--- src/rtl/axis_pulse_sequencer.sv ---
// AXI4-Stream pulse sequencer: each command {gap, width, amp} becomes `width`
// beats of amp followed by `gap` zero beats, paced by downstream back-pressure.
module axis_pulse_sequencer #(
  parameter int DATA_WIDTH = 16,
  parameter int CNTR_WIDTH = 32,
  parameter int CONTINUOUS = 0
) (
  input  logic                             aclk,
  input  logic                             aresetn,
  input  logic [DATA_WIDTH+2*CNTR_WIDTH-1:0] s_axis_tdata,
  input  logic                             s_axis_tvalid,
  output logic                             s_axis_tready,
  output logic [DATA_WIDTH-1:0]            m_axis_tdata,
  output logic                             m_axis_tvalid,
  input  logic                             m_axis_tready,
  output logic                             busy
);

  typedef enum logic [1:0] {IDLE, PULSE, GAP} state_t;

  typedef struct packed {
    logic [CNTR_WIDTH-1:0] gap;
    logic [CNTR_WIDTH-1:0] width;
    logic [DATA_WIDTH-1:0] amp;
  } cmd_t;

  cmd_t                  cmd;
  state_t                state, state_n;
  logic [DATA_WIDTH-1:0] amp_reg, amp_n;
  logic [CNTR_WIDTH-1:0] cntr, cntr_n;
  logic [CNTR_WIDTH-1:0] gap_reg, gap_n;
  logic                  beat, cnt_one, last, accept;

  assign cmd = cmd_t'(s_axis_tdata);

  // Outputs are gated by aresetn so nothing is presented while reset is held.
  assign m_axis_tvalid = aresetn & ((state != IDLE) | (CONTINUOUS != 0));
  assign m_axis_tdata  = (state == PULSE) ? amp_reg : '0;
  assign busy          = (state != IDLE);

  assign beat    = m_axis_tvalid & m_axis_tready;
  assign cnt_one = (cntr == CNTR_WIDTH'(1));
  assign last    = beat & cnt_one &
                   (((state == PULSE) & (gap_reg == '0)) | (state == GAP));

  assign s_axis_tready = aresetn & ((state == IDLE) | last);
  assign accept        = s_axis_tvalid & s_axis_tready;

  always_ff @(posedge aclk or negedge aresetn) begin
    if (!aresetn) begin
      state   <= IDLE;
      amp_reg <= '0;
      cntr    <= '0;
      gap_reg <= '0;
    end else begin
      state   <= state_n;
      amp_reg <= amp_n;
      cntr    <= cntr_n;
      gap_reg <= gap_n;
    end
  end

  always_comb begin
    state_n = state;
    amp_n   = amp_reg;
    cntr_n  = cntr;
    gap_n   = gap_reg;
    if (accept) begin
      // Acceptance only happens in IDLE or on the final beat, so a load
      // always supersedes the end-of-sequence transition.
      if (cmd.width != '0) begin
        amp_n   = cmd.amp;
        cntr_n  = cmd.width;
        gap_n   = cmd.gap;
        state_n = PULSE;
      end else if (cmd.gap != '0) begin
        cntr_n  = cmd.gap;
        gap_n   = '0;
        state_n = GAP;
      end else begin
        state_n = IDLE;
      end
    end else if (beat && state != IDLE) begin
      if (cnt_one) begin
        if (state == PULSE && gap_reg != '0) begin
          cntr_n  = gap_reg;
          state_n = GAP;
        end else begin
          state_n = IDLE;
        end
      end else begin
        cntr_n = cntr - CNTR_WIDTH'(1);
      end
    end
  end

endmodule

--- config.mk ---
export PLATFORM = sky130hd
export DESIGN_NAME = axis_pulse_sequencer
export DESIGN_NICKNAME = d
export VERILOG_FILES = /design/src/rtl/axis_pulse_sequencer.sv
export SDC_FILE = /design/constraint.sdc
export NUM_CORES = 1
export LEC_CHECK = 0
export ABC_CLOCK_PERIOD_IN_PS = 7100
export CORE_MARGIN = 2
export CORE_UTILIZATION = 55
export DETAILED_ROUTE_END_ITERATION = 8
export GPL_TIMING_DRIVEN = 0
export PLACE_DENSITY = 0.88
export SETUP_SLACK_MARGIN = 0.02
export SLEW_MARGIN = 20
export SYNTH_ARGS = -nofsm -noshare
export SYNTH_HDL_FRONTEND = slang
export SYNTH_SLANG_ARGS = --single-unit
--- constraint.sdc ---
create_clock -name aclk -period 7.1 [get_ports aclk]
set_clock_uncertainty 0.1 [all_clocks]
set_input_delay 1.42 -clock aclk [delete_from_list [all_inputs] [get_ports aclk]]
set_output_delay 1.42 -clock aclk [all_outputs]
set_load 0.02 [all_outputs]
==> impl_results.md, run 1 <==
* Synth Register Bits at 82
* Slew @ Worst Pin at 0.804 ns
* Vias per cell at 6.70
* First-pass iteration count of the detailed router at 5
* Width of the die at 99.6 um
* Skew-Pair Late Insertion Delay at 0.36 ns
* Area of the core at 8810 sq um
* # DRC at 0
* CTS Buffer Depth at 2
* DRT antenna net count at 0
* I/O pin count at 103
* Max Slew Vio Count at 0
* Crit share post-route at 0.657
* Final hold vios at 0
* Die ar. at 9910 sq um
* Post-DP HPWL at 11,100 um
* Syn Std Cell Area at 5020 sq um
* Htree depth at 3
* Peak per-stage delay on the critical path at 0.65 ns
* Number of max-cap violations at 0
* Leak pwr at 0.00276 uW
* Synth Instances at 478
* Status: finished clean
* # diodes at 0
* First-pass GRT wire length at 24,000 um
* Most frequent cells in the layout: clkdlybuf4s50_1, dfrtp_1, mux2i_1
* Synthesis warning total at 0
* Max Clk Rate at 0.214 GHz
* Share of cells above drive strength 1 at 0.0990
* CTS tree: built
* Startpoint Class: register
* Grt ovf at 0
* Area grow syn2layout at 28.1%
* Starting density of the core at 0.570
* Number of global-route vias before repair at 4,656
* Slowest CP cell: or4_1
* RSZ-0062 raised after global routing: false
* Worst Hold Class: register to register
* Die height at 99.6 um
* Worst-path clk slew at 0.09 ns
* Commonest non-fill, non-tap cell in the layout: clkdlybuf4s50_1
* Syn_area_per_cell at 10.5 sq um
* Headroom to the max-slew limit at 0.464
* WS Path Type: register to output port
* Routability Congestion at 0.924
* Final Setup Violations at 0
* Min cycle time layout at 4.67 ns
* Setup Buffers After CTS at 0
* Largest net degree at the start of global routing at 58
* Most used DFF post-synth: dfrtp_1
* Final wirelength at 15,100 um
* CTS Buf Count at 9
* # nets final at 678
* Cts repair resizes at 0
* Maximum vdd drop at 0.000159 V
* TritonCTS Sinks at 82
* Synth cell types at 56
* CTS Hold Buffers Added at 0
* Max FO, Critical Path at 4
* PwrDens at 345 nW/um^2
* Post-synth ARST share at 1.00
* Crit-path leading delay family: simple AND/OR/NAND/NOR gates
* Min Hold Slack at 0.387 ns
* Fill cells at 617
* Via count at 4,719
* Root buffer cell: clkbuf_8
* Critical path, cell by cell: or4_1, nor4_2, nand4_1, a21o_1, a21oi_1, clkdlybuf4s50_1
* First DRT Iteration DRCs at 348
* Gr usage total at 0.307
* Number of enable flip-flop cells after synthesis at 0
* Initial antenna violation count at 0
* IO buf count at 102
* Worst Path Required at 5.58 ns
* Worst path bufs/invs at 1
* Arrival @ worst endpoint at 3.15 ns
* Crit path capture type: output port
* Drt wl/cell at 21.5 um
* Tot Pwr at 2220 uW
* Synth Net Count at 564
* Seq/Total Area, Yosys at 0.409
* Rows at 34
[path summary, 6_finish.rpt]
kind,startpoint,end,slack [ns],cells after the start
max,cntr[30],s_axis_tready,2.43,6
min,amp_reg[0],amp_reg[0],0.39,1
max reg2reg,cntr[30],cntr[27],3.49,8
min reg2reg,amp_reg[0],amp_reg[0],0.39,1
max in group asynchronous,aresetn,cntr[27],5.40,2
min in group asynchronous,aresetn,amp_reg[14],0.87,1
[kinds of logic after synthesis]
| logic type | after synthesis | share of synthesized area |
|---|---|---|
| xor+xnor | 15 | 0.0262 |
| mux | 86 | 0.204 |
| simple gates | 135 | 0.157 |
| buf+inv | 35 | 0.0329 |
| fa+ha+maj | 2 | 0.00498 |
| compound gates | 123 | 0.166 |
| flops | 82 | 0.409 |
[synth_stat cells (9+ instances only)]
cell      number  area (sq um)
dfrtp_1       82          2050
mux2i_1       35           350
a21oi_1       33           165
a22o_1        32           280
nor4_1        28           175
mux2_4        27           405
mux2_1        23           259
o21ai_0       19          95.1
clkbuf_1      18          67.6
and2_1        17           106
nand2_1       16          60.1
nor2_1        16          60.1
nand3_1        9          45.0
nor3_1         9          45.0
xor2_1         9          78.8
[per-layer routing]
| metal | routed length (um) | GRT usage |
|---|---|---|
| met4 | 477 | 0.114 |
| met2 | 7180 | 0.499 |
| met5 | 0 | 0 |
| met3 | 1360 | 0.0401 |
| met1 | 6100 | 0.422 |
[final cells by class]
class                           count  area (sq um)  share of cell area
Inverter                            6          22.5             0.00350
Buffer                             29           143              0.0222
Multi-Input combinational cell    361          2810               0.436
Clock inverter                      5           104              0.0161
Tap cell                          108           135              0.0210
Clock buffer                       10           128              0.0198
Sequential cell                    82          2050               0.319
Timing Repair Buffer              103          1050               0.163
[where the power goes]
group          switching, uW  internal, uW  total [uW]
Combinational            425           518         943
Sequential               205           663         869
Clock                    175           232         407
[worst register-to-register path, cell delays in order, from the launching register on]
cell and delay (ns):
dfrtp_1 0.42, or4_1 0.65, nor4_2 0.38, nand4_1 0.28
a21o_1 0.30, a21oi_2 0.35, buf_2 0.39, mux2_1 0.36
mux2_4 0.27
[through the flow]
step | setup TNS (ns) | utilization | setup WS (ns) | instance area (sq um) | cells
after global routing | 0 | 0.731 | 2.30 | 6430 | 704
after floorplan | 0 | - | 3.53 | 5020 | 478
after global placement | -0.424 | 0.702 | -0.336 | 6180 | 688
final | 0 | 0.731 | 2.43 | 6430 | 704
after CTS | 0 | 0.731 | 2.50 | 6430 | 704
after detailed placement | 0 | 0.704 | 2.30 | 6200 | 689
(Power assumes the default switching activity.)
==> run 2, diff against run 1 <==
Settings changed: ABC_CLOCK_PERIOD_IN_PS 7100 to 4710, CORE_UTILIZATION 55 to 52, PLACE_DENSITY 0.88 to 0.84.
Clock period 7.1 ns to 4.71 ns, I/O delays scaled along.
==> impl_results.md, run 2 (synthesis results as in run 1) <==
* Arrival @ worst endpoint at 3.09 ns
* First-pass iteration count of the detailed router at 5
* Number of global-route vias before repair at 4,645
* Rows at 35
* Root buffer cell: clkbuf_8
* Htree depth at 3
* Maximum vdd drop at 0.000269 V
* Commonest non-fill, non-tap cell in the layout: clkdlybuf4s50_1
* Worst Path Required at 3.67 ns
* GR Layer Usage met1 at 0.394
* I/O pin count at 103
* Cts repair resizes at 0
* Die ar. at 10,500 sq um
* Crit path capture type: output port
* CTS Buf Count at 9
* Skew-Pair Late Insertion Delay at 0.37 ns
* Worst-path clk slew at 0.09 ns
* Grt ovf at 0
* Footprint of the multi-input gates at 2810 sq um
* Number of max-cap violations at 0
* Most frequent cells in the layout: clkdlybuf4s50_1, dfrtp_1, mux2i_1
* Initial antenna violation count at 0
* TritonCTS Sinks at 82
* Via count at 4,648
* Met2 Track Usage GR at 0.473
* Slew @ Worst Pin at 0.783 ns
* Area of the core at 9280 sq um
* Largest net degree at the start of global routing at 57
* Max FO, Critical Path at 4
* Min cycle time layout at 4.13 ns
* Share of cells above drive strength 1 at 0.102
* # nets final at 678
* Met3 Use GR at 0.0534
* # DRC at 0
* Worst Hold Class: register to register
* Starting density of the core at 0.541
* Post-DP HPWL at 11,200 um
* Gr busiest metal: met2
* Max Clk Rate at 0.242 GHz
* CTS tree: built
* PwrDens at 503 nW/um^2
* Vias per cell at 6.40
* Max Slew Vio Count at 0
* Setup Buffers After CTS at 0
* Sequential standard cell area at 2050 sq um
* Headroom to the max-slew limit at 0.478
* Final hold vios at 0
* Min Hold Slack at 0.386 ns
* RSZ-0062 raised after global routing: false
* Drt wl/cell at 20.5 um
* Startpoint Class: register
* Area grow syn2layout at 27.9%
* First-pass GRT wire length at 23,500 um
* CTS Hold Buffers Added at 0
* Status: finished clean
* WS Path Type: register to output port
* Die height at 102 um
* Final core occ at 0.692
* DRT antenna net count at 0
* Gr usage total at 0.296
* Fill cells at 726
* Leak pwr at 0.00274 uW
* Final wirelength at 14,900 um
* CTS Buffer Depth at 2
* IO buf count at 102
* First DRT Iteration DRCs at 380
* Final Setup Violations at 0
* Routability Congestion at 0.933
* # diodes at 0
* Crit share post-route at 0.878
* Width of the die at 102 um
==> run 2: cell count changes in the layout (fill, tap and decap cells not counted), sizes merged <==
| cell | before | now |
|---|---|---|
| bufinv | 3 | 0 |
| inv | 6 | 11 |
| clkinv | 2 | 0 |
| clkinvlp | 0 | 1 |
==> run 2: worst max-delay path, stage by stage (launching register included) <==
cell and delay [ns]:
dfrtp_1 0.43, or4_1 0.66, nor4_2 0.35, and4_1 0.31, nand3b_1 0.18, a21oi_1 0.18, clkdlybuf4s50_1 0.62
==> run 2: area by class of cell <==
| type | instances | area share |
|---|---|---|
| plain buffers | 29 | 0.0222 |
| clock buffers | 10 | 0.0214 |
| clock inverters | 6 | 0.00838 |
| inverters | 6 | 0.00351 |
| multi-input cells | 361 | 0.437 |
| flip-flops and latches | 82 | 0.320 |
| well taps | 129 | 0.0251 |
| repair buffers | 103 | 0.163 |
==> run 2: routing by layer <==
metal	up-vias	share of wire
met5	-	0
met4	0	0.036
met3	43	0.070
met2	227	0.48
met1	2317	0.42
li1	2061	-
==> run 2: final timing paths <==
path	start	endpoint	slack (ns)	depth (start not counted)
max	cntr[30]	s_axis_tready	0.58	6
min	amp_reg[1]	amp_reg[1]	0.39	1
max reg2reg	cntr[30]	cntr[27]	1.16	8
min reg2reg	amp_reg[1]	amp_reg[1]	0.39	1
max in group asynchronous	aresetn	cntr[29]	3.48	2
min in group asynchronous	aresetn	amp_reg[11]	0.40	1
==> run 2: where the power goes <==
part	switching, uW	internal (uW)	total (uW)
registers	300	999	1300
clock network	291	217	509
logic	639	781	1420
total	1230	2000	3230
==> run 2: per-stage QoR <==
| stage | cells | area, sq um | power (uW) | TNS (ns) | setup slack, ns |
|---|---|---|---|---|---|
| CTS | 726 | 6420 | 3220 | 0 | 0.607 |
| global route | 726 | 6420 | 3410 | 0 | 0.470 |
| global placement | 709 | 6200 | 2620 | -181.82 | -1.91 |
| floorplan | 478 | 5020 | 2180 | 0 | 1.62 |
| finish | 726 | 6420 | 3230 | 0 | 0.575 |
| detailed placement | 710 | 6230 | 2700 | 0 | 0.385 |
==> run 3, diff against run 2 <==
Settings changed: CELL_PAD_IN_SITES_DETAIL_PLACEMENT set to 1, CELL_PAD_IN_SITES_GLOBAL_PLACEMENT set to 2, CORE_UTILIZATION 52 to 33.
==> impl_results.md, run 3 (synthesis results as in run 1) <==
* Footprint of the multi-input gates at 2810 sq um
* Commonest non-fill, non-tap cell in the layout: clkdlybuf4s50_1
* Rows at 45
* Worst Hold Class: register to register
* Largest net degree at the start of global routing at 57
* Die height at 127 um
* Final Setup Violations at 0
* Final core occ at 0.440
* Area grow syn2layout at 31.6%
* WS Path Type: input port to register
* Number of max-cap violations at 0
* Vias per cell at 5.65
* # nets final at 678
* I/O pin count at 103
* First DRT Iteration DRCs at 242
* Area of the core at 15,000 sq um
* Leak pwr at 0.00279 uW
* Cts repair resizes at 0
* Starting density of the core at 0.334
* Status: finished clean
* Worst-path clk slew at 0.06 ns
* Htree depth at 3
* Skew-Pair Late Insertion Delay at 0.35 ns
* Max Slew Vio Count at 0
* Min cycle time layout at 4.38 ns
* Headroom to the max-slew limit at 0.466
* TritonCTS Sinks at 82
* Max FO, Critical Path at 10
* PwrDens at 526 nW/um^2
* Final wirelength at 17,200 um
* Via count at 4,433
* Worst setup margin at 0.330 ns
* Post-DP HPWL at 12,800 um
* Width of the die at 127 um
* Most frequent cells in the layout: clkdlybuf4s50_1, dfrtp_1, mux2i_1
* First-pass GRT wire length at 27,000 um
* Startpoint Class: input port
* Initial antenna violation count at 0
* Slew @ Worst Pin at 0.800 ns
* Min Hold Slack at 0.382 ns
* Arrival @ worst endpoint at 4.57 ns
* CTS tree: built
* Fill cells at 1,685
* Routability Congestion at 0.861
* Inst Count DP at 769
* Drt wl/cell at 21.9 um
* # diodes at 0
* Maximum vdd drop at 0.000199 V
* Setup Buffers After CTS at 0
* DRT antenna net count at 0
* Sequential standard cell area at 2050 sq um
* CTS Buf Count at 9
* Share of cells above drive strength 1 at 0.101
* Max Clk Rate at 0.228 GHz
* Gr usage total at 0.219
* Crit share post-route at 0.930
* Die ar. at 16,200 sq um
* Root buffer cell: clkbuf_16
* Crit path capture type: register
* First-pass iteration count of the detailed router at 4
* Non-Filler Instances at 785
* # DRC at 0
* Grt ovf at 0
* Tot Pwr at 3480 uW
* RSZ-0062 raised after global routing: false
* Worst Path Required at 4.90 ns
* CTS Hold Buffers Added at 0
* Number of global-route vias before repair at 4,681
* IO buf count at 102
* CTS Buffer Depth at 2
* Final hold vios at 0
* Setup WS pre-CTS at 0.0252 ns
run 3: path summary, 6_finish.rpt:
check | start | end | slack [ns] | depth (start not counted)
setup / recovery | s_axis_tdata[36] | cntr[0] | 0.33 | 9
hold / removal | amp_reg[9] | amp_reg[9] | 0.38 | 1
setup reg to reg | cntr[7] | cntr[22] | 1.21 | 8
hold reg to reg | amp_reg[9] | amp_reg[9] | 0.38 | 1
max in group asynchronous | aresetn | amp_reg[3] | 3.45 | 2
min in group asynchronous | aresetn | amp_reg[12] | 0.43 | 1
run 3: final cells by class:
cell class,instances,share of cell area
multi-input cells,361,0.424
repair buffers,103,0.158
plain buffers,29,0.0216
clock inverters,4,0.00757
well taps,188,0.0356
clock buffers,12,0.0388
flip-flops and latches,82,0.310
inverters,6,0.00341
run 3: routing by layer:
layer	routed length [um]	GRT usage
met1	7900	0.301
met2	8280	0.353
met3	580	0.0268
met4	397	0.0847
met5	0	0
run 3: power by group:
part | switching (uW) | total (uW) | internal [uW]
logic | 646 | 1430 | 782
clock network | 307 | 746 | 439
registers | 305 | 1310 | 1000
total | 1260 | 3480 | 2220
run 3: through the flow:
step	cell area [sq um]	TNS, ns
after floorplan	5020	0
after global placement	6280	-219.05
after detailed placement	6300	0
after CTS	6610	0
after global routing	6610	0
final	6610	0
run 3: critical path: stages:
cell and delay [ns]:
clkdlybuf4s50_1 0.48, nor4_1 0.64, nand4_1 0.35, nor2_1 0.61, clkbuf_1 0.51, clkbuf_1 0.51
o21ai_0 0.19, mux2i_1 0.18, o211a_1 0.16
